`config.mk`:
```
export PLATFORM = sky130hd
export DESIGN_NAME = reg_window_ctrl_flat
export DESIGN_NICKNAME = d
export VERILOG_FILES = /design/src/rtl/reg_window_ctrl_if.sv /design/src/rtl/reg_window_ctrl.sv /design/src/flat_wrapper.sv
export SDC_FILE = /design/constraint.sdc
export NUM_CORES = 1
export LEC_CHECK = 0
export ABC_AREA = 1
export BUFFER_PORTS_ARGS = -buffer_cell sky130_fd_sc_hd__buf_2
export CELL_PAD_IN_SITES_DETAIL_PLACEMENT = 0
export CELL_PAD_IN_SITES_GLOBAL_PLACEMENT = 1
export CORE_UTILIZATION = 30
export CTS_BUF_LIST = sky130_fd_sc_hd__clkbuf_4
export DETAILED_ROUTE_END_ITERATION = 10
export GPL_ROUTABILITY_DRIVEN = 0
export PLACE_DENSITY_LB_ADDON = 0.1
export SLEW_MARGIN = 10
export SYNTH_ARGS = -nofsm -noshare
export SYNTH_HDL_FRONTEND = slang
export SYNTH_SLANG_ARGS = --single-unit
```
`constraint.sdc`:
```
create_clock -name Clock -period 3.9 [get_ports Clock]
set_input_delay 0.195 -clock Clock [delete_from_list [all_inputs] [get_ports Clock]]
set_output_delay 0.195 -clock Clock [all_outputs]
set_load 0.02 [all_outputs]
```
`src/rtl/reg_window_ctrl_if.sv`:
```
// rtl/reg_window_ctrl_if.sv - CPU, register-file and memory port bundle for the window manager
interface reg_window_ctrl_if #(
    parameter int DW = 16,
    parameter int AW = 8
);
    // Control unit side
    logic          Call;
    logic          Return;
    logic [1:0]    WndSel;
    logic          Busy;
    logic          Err;

    // Register file spill/fill port
    logic [2:0]    Rf_Addr;
    logic          Rf_We;
    logic [DW-1:0] Rf_WData;
    logic [DW-1:0] Rf_RData;

    // Data memory stack port
    logic          Mem_Req;
    logic          Mem_We;
    logic [AW-1:0] Mem_Addr;
    logic [DW-1:0] Mem_WData;
    logic [DW-1:0] Mem_RData;
    logic          Mem_Ack;

    // Environment view: drives requests and returns register/memory data
    modport master (
        output Call, Return, Rf_RData, Mem_RData, Mem_Ack,
        input  WndSel, Busy, Err, Rf_Addr, Rf_We, Rf_WData,
        input  Mem_Req, Mem_We, Mem_Addr, Mem_WData
    );

    // Window manager view
    modport slave (
        input  Call, Return, Rf_RData, Mem_RData, Mem_Ack,
        output WndSel, Busy, Err, Rf_Addr, Rf_We, Rf_WData,
        output Mem_Req, Mem_We, Mem_Addr, Mem_WData
    );
endinterface

```
`src/rtl/reg_window_ctrl.sv`:
```
// rtl/reg_window_ctrl.sv - window pointer manager with spill/fill of private register pairs
module reg_window_ctrl #(
    parameter int DW    = 16,
    parameter int AW    = 8,
    parameter int DEPTH = 16
) (
    input  logic              Clock,
    input  logic              Rst,
    reg_window_ctrl_if.slave  bus
);

    localparam int SCW = $clog2(DEPTH + 1);
    localparam logic [SCW-1:0] DEPTH_C = SCW'(DEPTH);
    localparam logic [1:0]     RES_MAX = 2'd3;
    localparam logic [1:0]     RES_MIN = 2'd1;

    typedef enum logic [2:0] {
        IDLE   = 3'd0,
        SPILL0 = 3'd1,
        SPILL1 = 3'd2,
        FILL0  = 3'd3,
        FILL1  = 3'd4
    } state_t;

    state_t         state, state_nxt;
    logic [1:0]     cwp, cwp_nxt;
    logic [1:0]     res_cnt, res_nxt;
    logic [SCW-1:0] spill_cnt, spill_nxt;
    logic           err_q, err_nxt;

    logic [1:0]     old_wnd;
    logic [1:0]     new_wnd;
    logic [SCW-1:0] spill_dec;
    logic           k;

    logic [2:0]     rf_addr;
    logic           rf_we;
    logic [DW-1:0]  rf_wdata;
    logic           mem_req;
    logic           mem_we;
    logic [AW-1:0]  mem_addr;
    logic [DW-1:0]  mem_wdata;

    // Oldest resident window is evicted on overflow; the window below CWP is restored on underflow.
    // CWP does not move until the second transfer completes, so both stay fixed during a transfer.
    assign old_wnd   = cwp - 2'd2;
    assign new_wnd   = cwp - 2'd1;
    assign spill_dec = spill_cnt - SCW'(1);

    // State, window pointer, occupancy counters and the registered error pulse
    always_ff @(posedge Clock or negedge Rst) begin
        if (!Rst) begin
            state     <= IDLE;
            cwp       <= 2'd0;
            res_cnt   <= RES_MIN;
            spill_cnt <= '0;
            err_q     <= 1'b0;
        end else begin
            state     <= state_nxt;
            cwp       <= cwp_nxt;
            res_cnt   <= res_nxt;
            spill_cnt <= spill_nxt;
            err_q     <= err_nxt;
        end
    end

    // Next-state decode and the register-file / memory port drive for each transfer step
    always_comb begin
        state_nxt = state;
        cwp_nxt   = cwp;
        res_nxt   = res_cnt;
        spill_nxt = spill_cnt;
        err_nxt   = 1'b0;
        k         = (state == SPILL1) || (state == FILL1);
        rf_addr   = '0;
        rf_we     = 1'b0;
        rf_wdata  = '0;
        mem_req   = 1'b0;
        mem_we    = 1'b0;
        mem_addr  = '0;
        mem_wdata = '0;

        case (state)
            IDLE: begin
                if (bus.Call && bus.Return) begin
                    err_nxt = 1'b1;
                end else if (bus.Call) begin
                    if (res_cnt < RES_MAX) begin
                        cwp_nxt = cwp + 2'd1;
                        res_nxt = res_cnt + 2'd1;
                    end else if (spill_cnt < DEPTH_C) begin
                        state_nxt = SPILL0;
                    end else begin
                        err_nxt = 1'b1;
                    end
                end else if (bus.Return) begin
                    if (res_cnt > RES_MIN) begin
                        cwp_nxt = cwp - 2'd1;
                        res_nxt = res_cnt - 2'd1;
                    end else if (spill_cnt != '0) begin
                        state_nxt = FILL0;
                    end else begin
                        err_nxt = 1'b1;
                    end
                end
            end

            SPILL0, SPILL1: begin
                rf_addr   = {old_wnd, k};
                mem_wdata = bus.Rf_RData;
                mem_req   = 1'b1;
                mem_we    = 1'b1;
                mem_addr  = AW'({spill_cnt, k});
                if (bus.Mem_Ack) begin
                    if (!k) begin
                        state_nxt = SPILL1;
                    end else begin
                        state_nxt = IDLE;
                        cwp_nxt   = cwp + 2'd1;
                        spill_nxt = spill_cnt + SCW'(1);
                    end
                end
            end

            FILL0, FILL1: begin
                mem_req  = 1'b1;
                mem_we   = 1'b0;
                mem_addr = AW'({spill_dec, k});
                if (bus.Mem_Ack) begin
                    rf_we    = 1'b1;
                    rf_addr  = {new_wnd, k};
                    rf_wdata = bus.Mem_RData;
                    if (!k) begin
                        state_nxt = FILL1;
                    end else begin
                        state_nxt = IDLE;
                        cwp_nxt   = cwp - 2'd1;
                        spill_nxt = spill_dec;
                    end
                end
            end

            default: begin
                state_nxt = IDLE;
            end
        endcase
    end

    assign bus.WndSel    = cwp;
    assign bus.Busy      = (state != IDLE);
    assign bus.Err       = err_q;
    assign bus.Rf_Addr   = rf_addr;
    assign bus.Rf_We     = rf_we;
    assign bus.Rf_WData  = rf_wdata;
    assign bus.Mem_Req   = mem_req;
    assign bus.Mem_We    = mem_we;
    assign bus.Mem_Addr  = mem_addr;
    assign bus.Mem_WData = mem_wdata;

endmodule
```
`src/flat_wrapper.sv`:
```
// flat-port wrapper written by rule: the top's interface ports become plain ports
module reg_window_ctrl_flat 
#(
    parameter int DW    = 16,
    parameter int AW    = 8,
    parameter int DEPTH = 16
)
  (Clock, Rst, bus_Call, bus_Return, bus_Rf_RData, bus_Mem_RData, bus_Mem_Ack, bus_WndSel, bus_Busy, bus_Err, bus_Rf_Addr, bus_Rf_We, bus_Rf_WData, bus_Mem_Req, bus_Mem_We, bus_Mem_Addr, bus_Mem_WData);
  reg_window_ctrl_if #(.DW(DW), .AW(AW)) bus_i ();
  input  logic Clock;
  input  logic Rst;
  input wire logic [$bits(bus_i.Call)-1:0] bus_Call;
  input wire logic [$bits(bus_i.Return)-1:0] bus_Return;
  input wire logic [$bits(bus_i.Rf_RData)-1:0] bus_Rf_RData;
  input wire logic [$bits(bus_i.Mem_RData)-1:0] bus_Mem_RData;
  input wire logic [$bits(bus_i.Mem_Ack)-1:0] bus_Mem_Ack;
  output wire logic [$bits(bus_i.WndSel)-1:0] bus_WndSel;
  output wire logic [$bits(bus_i.Busy)-1:0] bus_Busy;
  output wire logic [$bits(bus_i.Err)-1:0] bus_Err;
  output wire logic [$bits(bus_i.Rf_Addr)-1:0] bus_Rf_Addr;
  output wire logic [$bits(bus_i.Rf_We)-1:0] bus_Rf_We;
  output wire logic [$bits(bus_i.Rf_WData)-1:0] bus_Rf_WData;
  output wire logic [$bits(bus_i.Mem_Req)-1:0] bus_Mem_Req;
  output wire logic [$bits(bus_i.Mem_We)-1:0] bus_Mem_We;
  output wire logic [$bits(bus_i.Mem_Addr)-1:0] bus_Mem_Addr;
  output wire logic [$bits(bus_i.Mem_WData)-1:0] bus_Mem_WData;
  assign bus_i.Call = bus_Call;
  assign bus_i.Return = bus_Return;
  assign bus_i.Rf_RData = bus_Rf_RData;
  assign bus_i.Mem_RData = bus_Mem_RData;
  assign bus_i.Mem_Ack = bus_Mem_Ack;
  assign bus_WndSel = bus_i.WndSel;
  assign bus_Busy = bus_i.Busy;
  assign bus_Err = bus_i.Err;
  assign bus_Rf_Addr = bus_i.Rf_Addr;
  assign bus_Rf_We = bus_i.Rf_We;
  assign bus_Rf_WData = bus_i.Rf_WData;
  assign bus_Mem_Req = bus_i.Mem_Req;
  assign bus_Mem_We = bus_i.Mem_We;
  assign bus_Mem_Addr = bus_i.Mem_Addr;
  assign bus_Mem_WData = bus_i.Mem_WData;
  reg_window_ctrl #(.DW(DW), .AW(AW), .DEPTH(DEPTH)) u_core (.Clock(Clock), .Rst(Rst), .bus(bus_i));
endmodule
```
==> results.toml, run 1 <==
[run_status]
status = "finished with violations"
violations = "design-rule violations"

[critical_path]
setup.worst_path.end_class = "output port"
critical_path_peak_fanout = 23
path_cells = "inv_1, nand3_1, o22ai_1, buf_2"
cp-startpoint = "u_core.state[2]"
max_stage_delay_ns = 0.63
arrival_ns = 2.16
required_ns = 3.70
worst_r2r_startpoint = "u_core.state[2]"
r2r_setup_slack_ns = 2.00
critical_path_class = "flip-flop to output port"
critPathLaunchType = "flip-flop"
reg2regPathDepth = 7
worst_r2r_endpoint = "u_core.state[1]"
crit_path_top_delay_cell = "nand3_1"

[synth]
synth_top_area_share_pct = 21.3
yosysSeqAreaShare_pct = 23.1
ys_ff_latch = 13
ys_types = 24
yosysTopAreaCell = "dfrtp_1"
syn_avg_cell_area_um2 = 5.67
syn_area_um2 = 1410
synth_area_leaders = "dfrtp_1 21%, nand2_1 20%, nor2_1 13%, inv_1 11%, nand3_1 6.7%"
yosys_warnings = 0
syn_inst = 249

[hold_path]
hold_depth = 3
worstHoldStart = "bus_Return"
hold_path.class = "primary input to flip-flop"
hold_path_end = "u_core.bus.Err"

[cells_and_area]
drive_gt1_share_pct = 29.5
synthToLayoutAreaGrowth_pct = 32.2
insertedDiodeCount = 0
final_cell_mix = "84 x buf_2, 74 x nand2_1, 50 x nor2_1, 42 x inv_1, 19 x nand3_1"
layout.nets = 372
n_fill_cell = 506
final_common_cell = "buf_2"

[route]
wire_per_inst_um = 10.6
drc = 26
ant_nets = 0
via_count = 1681
wirelength_um = 4030
drt_iter0_drc = 84
firstDrtPassIters = 7
avgViaCountPerCell = 4.41

[placement]
dpl.hpwl_um = 3140
portBuffers = 84
dp_slack_ns = 1.77

[global_routing]
grt_util_all_layers_pct = 16.2
grt_max_degree = 26
grt_first_pass_wirelength_um = 6550
antenna_found_initial = 0
grt_pass1_vias = 1480
grt_overflow_total = 0

[die]
initial_core_util_pct = 31.8
coreArea_um2 = 4440
die_h_um = 70.6
rows = 24
io_pins = 87
die_area_um2 = 4990
die_w_um = 70.6

[clock_tree]
h-tree-depth = 1
cts_buffers = 3
cts_sinks = 13
clk_latency_ns = 0.27
cts_root_buf = "clkbuf_4"
post_cts_resized = 0
cts_tree = "yes"
cts_max_path_buffers = 2
clk_pin_slew_ns = 0.09

[sta]
fin_tns_setup_ns = 0
finalCriticalPeriod_ns = 2.36
setup_violations = 0
setup_slack_ns = 1.54
fmax_ghz = 0.425
final-hold-violation-count = 0
post-route-period-util_pct = 60.4
relSlewSlack_pct = 40.7
slew_violations = 0
worst_pin_slew_ns = 0.886
rsz0062_at_grt = "false"
whs_ns = 0.231
skew_ns = 0.00339

[run]
cap_violations = 0

[pwr]
powerDensity_nw_per_um2 = 899
vdd_drop_max_mv = 0.315
leakage_nw = 1.22
power_mw = 1.68
Yosys cell counts:
| library cell | number |
|---|---|
| nor2_1 | 50 |
| nand3b_1 | 1 |
| nand3_2 | 1 |
| dfrtp_1 | 12 |
| o21ai_0 | 10 |
| nand2_4 | 1 |
| buf_6 | 3 |
| o22ai_1 | 3 |
| xor2_1 | 2 |
| buf_4 | 2 |
| buf_2 | 4 |
| nand2_2 | 5 |
| xnor2_1 | 3 |
| clkbuf_1 | 1 |
| nand3_1 | 19 |
| nand2_1 | 74 |
| dfstp_2 | 1 |
| nor2_4 | 1 |
| conb_1 | 1 |
| a21oi_1 | 4 |
| nand4_1 | 3 |
| a31oi_1 | 1 |
| ha_1 | 5 |
| inv_1 | 42 |
where the power goes:
part	internal (mW)	total (mW)	switching, mW	leakage, nW
Combinational	0.418	1.31	0.891	1.04
Clock	0.0380	0.0844	0.0464	0.0177
Sequential	0.203	0.285	0.0825	0.163
metal layers:
layer | global-route usage, % | share of wire [%] | vias up
met5 | 0 | 0 | -
met4 | 6.22 | 1.0 | 0
met3 | 2.42 | 7.6 | 4
met2 | 28.0 | 45 | 66
met1 | 20.4 | 46 | 698
li1 | - | - | 913
through the flow:
step | instances | instance area (um^2) | util [%]
finish | 381 | 1870 | 42.0
CTS | 381 | 1870 | 42.0
global route | 381 | 1870 | 42.0
floorplan | 250 | 1420 | -
detailed placement | 376 | 1830 | 41.2
global placement | 376 | 1830 | 41.2
cell families (layout without fill, tap and decap cells):
logic type | count (synthesis) | in the layout | share of synthesized area, %
fa+ha+maj | 5 | 5 | 4.43
simple gates | 155 | 155 | 46.1
flops | 13 | 13 | 23.1
compound gates | 18 | 18 | 6.73
buf+inv | 52 | 131 | 16.3
other cells | 1 | 2 | 0.265
xor+xnor | 5 | 5 | 3.10
flip-flops by register name, summed over array words and instances (netlist names):
| signal | flops |
|---|---|
| u_core.bus.Err | 1 |
| u_core.bus.WndSel | 2 |
| u_core.state | 3 |
| u_core.res_cnt | 2 |
| u_core.spill_cnt | 5 |
cell type report:
type	count	area [um^2]	share of cell area [%]
multi-input combinational	185	860	46.0
clock buffer	3	22.5	1.21
tap	52	65.1	3.49
sequential	13	327	17.5
inverter	42	158	8.45
clock inverter	1	5.00	0.268
timing repair buffer	85	430	23.1
critical path, delay by kind of cell, from the launching register on:
kind            cells  cell delay [ns]
flops               1             0.46
buf+inv             2             0.37
compound gates      1             0.43
simple gates        1             0.63
repair_timing:
action	CTS	global route
buffers inserted	0	0
hold buffers	1	0
hold endpoints to repair	12	0
how the worst max path moves through the flow:
stage | slack [ns] | to
final | 1.54 | bus_Mem_Addr[2]
after global routing | 1.30 | bus_Mem_Addr[2]
after CTS | 1.44 | bus_Mem_Addr[2]
after detailed placement | 1.77 | bus_Mem_Addr[2]
after global placement | 1.87 | bus_Rf_Addr[2]
after floorplan | 2.28 | bus_Rf_Addr[1]
Note: power is estimated with default switching activity, not from simulation.
==> run 2, diff against run 1 <==
--- a/config.mk
+++ b/config.mk
@@ -5,11 +5,11 @@
 export SDC_FILE = /design/constraint.sdc
 export NUM_CORES = 1
 export LEC_CHECK = 0
-export ABC_AREA = 1
+export ABC_AREA = 0
 export BUFFER_PORTS_ARGS = -buffer_cell sky130_fd_sc_hd__buf_2
 export CELL_PAD_IN_SITES_DETAIL_PLACEMENT = 0
 export CELL_PAD_IN_SITES_GLOBAL_PLACEMENT = 1
-export CORE_UTILIZATION = 30
+export CORE_UTILIZATION = 29
 export CTS_BUF_LIST = sky130_fd_sc_hd__clkbuf_4
 export DETAILED_ROUTE_END_ITERATION = 10
 export GPL_ROUTABILITY_DRIVEN = 0
==> constraint.sdc (replaced) <==
create_clock -name Clock -period 2.4 [get_ports Clock]
set_input_delay 0.12 -clock Clock [delete_from_list [all_inputs] [get_ports Clock]]
set_output_delay 0.12 -clock Clock [all_outputs]
set_load 0.02 [all_outputs]
==> run 2 against run 1 <==
Critical path type unchanged. The flow now finishes without violations. Combinational power is 41% higher. Non-clock buffer count is 6 higher. Sequential cell count did not move.
==> results.toml, run 2 <==
[clock_tree]
cts_root_buf = "clkbuf_4"
post-cts-setup-buffers = 0
cts_tree = "yes"
cts_max_path_buffers = 2
h-tree-depth = 1
holdBufCountCts = 1
clk_pin_slew_ns = 0.08
cts_buffers = 3
cts_sinks = 13
clk_latency_ns = 0.28
post_cts_resized = 0

[route]
drt_iter0_drc = 45
avgViaCountPerCell = 4.51
via_count = 1317
wirelength_um = 3260
ant_nets = 0
wire_per_inst_um = 11.2
drc = 0
firstDrtPassIters = 4

[synth]
synth_top_area_share_pct = 24.0
syn_avg_cell_area_um2 = 7.99
yosys_warnings = 0
ys_ff_latch = 13
synth_area_leaders = "dfrtp_1 24%, and2_1 16%, ha_1 5.0%, a21oi_1 4.4%, xor2_1 4.2%"
synthTopCellsByCount = "32 x and2_1, 12 x dfrtp_1, 11 x a21oi_1"
synth-async-reset-ratio_pct = 100
synth.most_common_cell = "and2_1"
syn_inst = 157
yosysSeqAreaShare_pct = 26.0
synthFlopType = "dfrtp_1"
ys_types = 39
synth_edf_count = 0
syn_area_um2 = 1250
yosysTopAreaCell = "dfrtp_1"

[cells_and_area]
final_common_cell = "buf_2"
insertedDiodeCount = 0
drive_gt1_share_pct = 42.6
final_area_um2 = 1750
synthToLayoutAreaGrowth_pct = 39.6
largest_reg_flops = 5
final_cell_mix = "84 x buf_2, 32 x and2_1, 12 x dfrtp_1, 11 x a21oi_1"
top_regs = "u_core.spill_cnt x5, u_core.state x3"
layout.nets = 285
final_cells = 292
largest-register = "u_core.spill_cnt"

[sta]
post-route-period-util_pct = 90.8
final-hold-violation-count = 0
slew_violations = 0
fmax_ghz = 0.459
fin_tns_setup_ns = 0
finalCriticalPeriod_ns = 2.18
setup_slack_ns = 0.221
rsz0062_at_grt = "false"
setup_violations = 0
skew_ns = 0.00190

[placement]
dpl_cell_area_um2 = 1710
portBuffers = 84
dp_slack_ns = 0.503
place_inst = 287
dpl.hpwl_um = 2610

[pwr]
p_int_mw = 1.12
vdd_drop_max_mv = 0.478
p_switching_mw = 1.36
pwr-share-clk_pct = 5.6
power_mw = 2.48
power_frac_seq_pct = 19.7
pwr-share-comb_pct = 74.7
leakage_nw = 0.931
switching_share_pct = 54.7
powerDensity_nw_per_um2 = 1420

[critical_path]
max_stage_delay_ns = 0.58
required_ns = 2.28
critical_path_class = "flip-flop to output port"
critical_path_peak_fanout = 11
cp-startpoint = "u_core.state[1]"
setup.worst_path.end_class = "output port"
path_cells = "and3b_2, a21oi_2, nor2b_1, buf_4, and2_1, buf_2"
arrival_ns = 2.06
critPathBufInv = 2
critPathLaunchType = "flip-flop"
worst_r2r_startpoint = "u_core.res_cnt[1]"
crit_path_top_delay_cell = "dfrtp_1"
crit_family = "simple AND/OR/NAND/NOR gates"

[global_routing]
antenna_found_initial = 0
grt_first_pass_wirelength_um = 4750
grt_overflow_total = 0
grt_util_all_layers_pct = 13.5
grt_max_degree = 25
grt_pass1_vias = 1053

[die]
die_area_um2 = 4590
coreArea_um2 = 4090
die_w_um = 67.8
initial_core_util_pct = 30.7
rows = 23
io_pins = 87
die_h_um = 67.8

[run]
cap_violations = 0

[hold_path]
worstHoldStart = "bus_Mem_Ack"
hold_path.class = "primary input to flip-flop"

[run_status]
status = "finished, final reports clean"
## run 2: worst reg2reg max path, delay by kind of cell, from the launching register on
family | cells | cell delay, ns
AND/OR/NAND/NOR | 2 | 0.29
flip-flops | 1 | 0.45
XOR/XNOR | 1 | 0.14
adder cells (fa/ha/maj) | 1 | 0.17
AO/OA/AOI/OAI | 2 | 0.68
buffers and inverters | 1 | 0.06
## run 2: path summary, 6_finish.rpt
path / to / slack (ns) / cells after the start
max in group asynchronous: u_core.res_cnt[0] / 1.85 / 2
hold reg to reg: u_core.bus.WndSel[1] / 0.52 / 1
setup / recovery: bus_Rf_WData[2] / 0.22 / 6
min in group asynchronous: u_core.spill_cnt[2] / 0.26 / 2
setup reg to reg: u_core.bus.WndSel[1] / 0.50 / 7
hold / removal: u_core.state[2] / 0.13 / 2
## run 2: stage by stage
step	utilization [%]	hold slack, ns
final	42.8	0.132
after global routing	42.8	0.148
after CTS	42.8	0.131
after detailed placement	41.9	0.0416
after global placement	41.9	0.0442
after floorplan	-	-0.176
## run 2: power groups by stage
stage	sequential, mW	combinational, mW	clock (mW)
2_1_floorplan	0.442	1.38	0
3_3_place_gp	0.495	1.89	0
3_5_place_dp	0.494	1.87	0
4_1_cts	0.489	1.88	0.148
5_1_grt	0.514	2.05	0.162
6_report	0.490	1.85	0.138
## run 2: routing by layer
| metal | GRT usage, % | vias to the layer above | routed length [um] |
|---|---|---|---|
| li1 | - | 690 | - |
| met1 | 17.2 | 590 | 1450 |
| met2 | 22.8 | 35 | 1620 |
| met3 | 4.22 | 2 | 177 |
| met4 | 1.60 | 0 | 10 |
| met5 | 0 | - | 0 |
## run 2: cells by family after synthesis
kind of cell	share of synthesized area, %
buffers and inverters	7.88
DFF	26.0
adders and majority gates	5.79
and+or+nand+nor	36.6
xor gates and xnor gates	6.99
other	0.299
muxes	1.70
AOI/OAI and AO/OA	14.7
## run 2: final cells by class
cell class	count	area (um^2)
clock buffers	3	22.5
clock inverters	1	5.00
fillers	436	2340
inverters	7	26.3
multi-input cells	127	832
flip-flops and latches	13	327
well taps	50	62.6
repair buffers	91	475
==> run 3, diff against run 2 <==
--- a/config.mk
+++ b/config.mk
@@ -9,6 +9,7 @@
 export BUFFER_PORTS_ARGS = -buffer_cell sky130_fd_sc_hd__buf_2
 export CELL_PAD_IN_SITES_DETAIL_PLACEMENT = 0
 export CELL_PAD_IN_SITES_GLOBAL_PLACEMENT = 1
+export CORE_ASPECT_RATIO = 0.9
 export CORE_UTILIZATION = 29
 export CTS_BUF_LIST = sky130_fd_sc_hd__clkbuf_4
 export DETAILED_ROUTE_END_ITERATION = 10
==> run 3 against run 2 <==
The flow now finishes with violations (design-rule violations). Critical endpoint is now bus_Rf_Addr[1]. Maximum frequency increased by 4.6%. Register-to-register slack improved by 0.06 ns. Clock skew increased by 0.0078 ns. Routed wire length increased by 1.6%. Largest power group unchanged. Clock-buffer cell count increased by 1. Sequential share of layout area increased by 0.16 points.
==> results.toml, run 3 (synthesized netlist as in run 2, its figures left out) <==
[sta]
skew_ns = 0.00968
slew_violations = 0
setup_slack_ns = 0.317
finalCriticalPeriod_ns = 2.08
final-hold-violation-count = 0
post-route-period-util_pct = 86.8
fin_tns_setup_ns = 0
rsz0062_at_grt = "false"
setup_violations = 0
fmax_ghz = 0.480

[critical_path]
required_ns = 2.28
critical_path_peak_fanout = 20
arrival_ns = 1.96
cp-startpoint = "u_core.state[2]"
worst_r2r_endpoint = "u_core.bus.WndSel[1]"
r2r_setup_slack_ns = 0.56
setup.worst_path.end_class = "output port"
critical_path_class = "flip-flop to output port"
worst_r2r_startpoint = "u_core.res_cnt[1]"
reg2regPathDepth = 7
critPathLaunchType = "flip-flop"
endpoint = "bus_Rf_Addr[1]"

[clock_tree]
cts_max_path_buffers = 2
cts_sinks = 13
holdBufCountCts = 1
cts_buffers = 3
clk_pin_slew_ns = 0.09
h-tree-depth = 1
cts_root_buf = "clkbuf_4"
post_cts_resized = 0
post-cts-setup-buffers = 0
clk_latency_ns = 0.29
cts_tree = "yes"

[global_routing]
grt_pass1_vias = 1119
grt_first_pass_wirelength_um = 5190
grt_overflow_total = 0
grt_util_all_layers_pct = 14.4
antenna_found_initial = 0
grt_max_degree = 25

[placement]
portBuffers = 84
dpl.hpwl_um = 2560
dp_slack_ns = 0.557

[pwr]
leakage_nw = 0.921
vdd_drop_max_mv = 0.557
powerDensity_nw_per_um2 = 1440

[cells_and_area]
final_util_pct = 42.3
largest-register = "u_core.spill_cnt"
largest_reg_flops = 5
layout.nets = 283
insertedDiodeCount = 0
synthToLayoutAreaGrowth_pct = 38.4
drive_gt1_share_pct = 42.1
final_common_cell = "buf_2"
final_cell_mix = "84 x buf_2, 32 x and2_1, 12 x dfrtp_1, 11 x a21oi_1"
top_regs = "u_core.spill_cnt x5, u_core.state x3"

[run_status]
violations = "design-rule violations"
status = "finished with violations"

[hold_path]
hold_path.class = "primary input to flip-flop"
hold_depth = 2

[route]
wirelength_um = 3310
via_count = 1285
drc = 7
ant_nets = 0
firstDrtPassIters = 7
avgViaCountPerCell = 4.46
drt_iter0_drc = 54
wire_per_inst_um = 11.5

[run]
cap_violations = 0

[die]
die_w_um = 71.3
io_pins = 87
rows = 22
die_h_um = 64.4
initial_core_util_pct = 30.6
die_area_um2 = 4590
coreArea_um2 = 4100
==> run 3: through the flow <==
step           hold WS, ns  cell area (um^2)  cells  power [mW]
3_5_place_dp        0.0370              1700    283        2.36
3_3_place_gp        0.0389              1700    283        2.37
6_report             0.111              1740    288        2.50
2_1_floorplan       -0.176              1260    158        1.82
4_1_cts              0.112              1740    288        2.53
5_1_grt              0.115              1740    288        2.72
==> run 3: worst max-delay path, stage by stage, from the launching register on <==
cell and delay [ns]:
dfrtp_1 0.60, and3b_2 0.29, a21oi_2 0.13, nor2b_1 0.06, buf_4 0.18, mux2_2 0.27, buf_2 0.16
==> run 3: final cells by class <==
type / instances / area, um^2
tap: 48 / 60.1
sequential: 13 / 327
inverter: 7 / 26.3
clock buffer: 4 / 30.0
fill: 449 / 2370
multi-input combinational: 127 / 832
timing repair buffer: 89 / 460
==> run 3: power by group <==
part           internal [mW]  total (mW)  leakage, nW  switching (mW)
Sequential             0.326       0.506        0.161           0.180
Combinational          0.725        1.84        0.742            1.11
Clock                 0.0760       0.155       0.0184          0.0789
Total                   1.13        2.50        0.921            1.37
==> run 3: worst min path at each step <==
stage                                 end         from
after CTS                 u_core.state[2]  bus_Mem_Ack
after floorplan            u_core.bus.Err          Rst
after global routing      u_core.state[2]  bus_Mem_Ack
after global placement    u_core.state[1]          Rst
after detailed placement  u_core.state[1]          Rst
final                     u_core.state[2]  bus_Mem_Ack
==> run 3: metal layers <==
layer  track usage [%]  share of wire [%]  vias to the layer above  routed length, um
met3              4.10                5.0                        6                166
met1              18.3                 46                      554               1520
li1                  -                  -                      686                  -
met5                 0                  0                        -                  0
met4              3.75                1.5                        0                 49
met2              23.6                 48                       39               1580
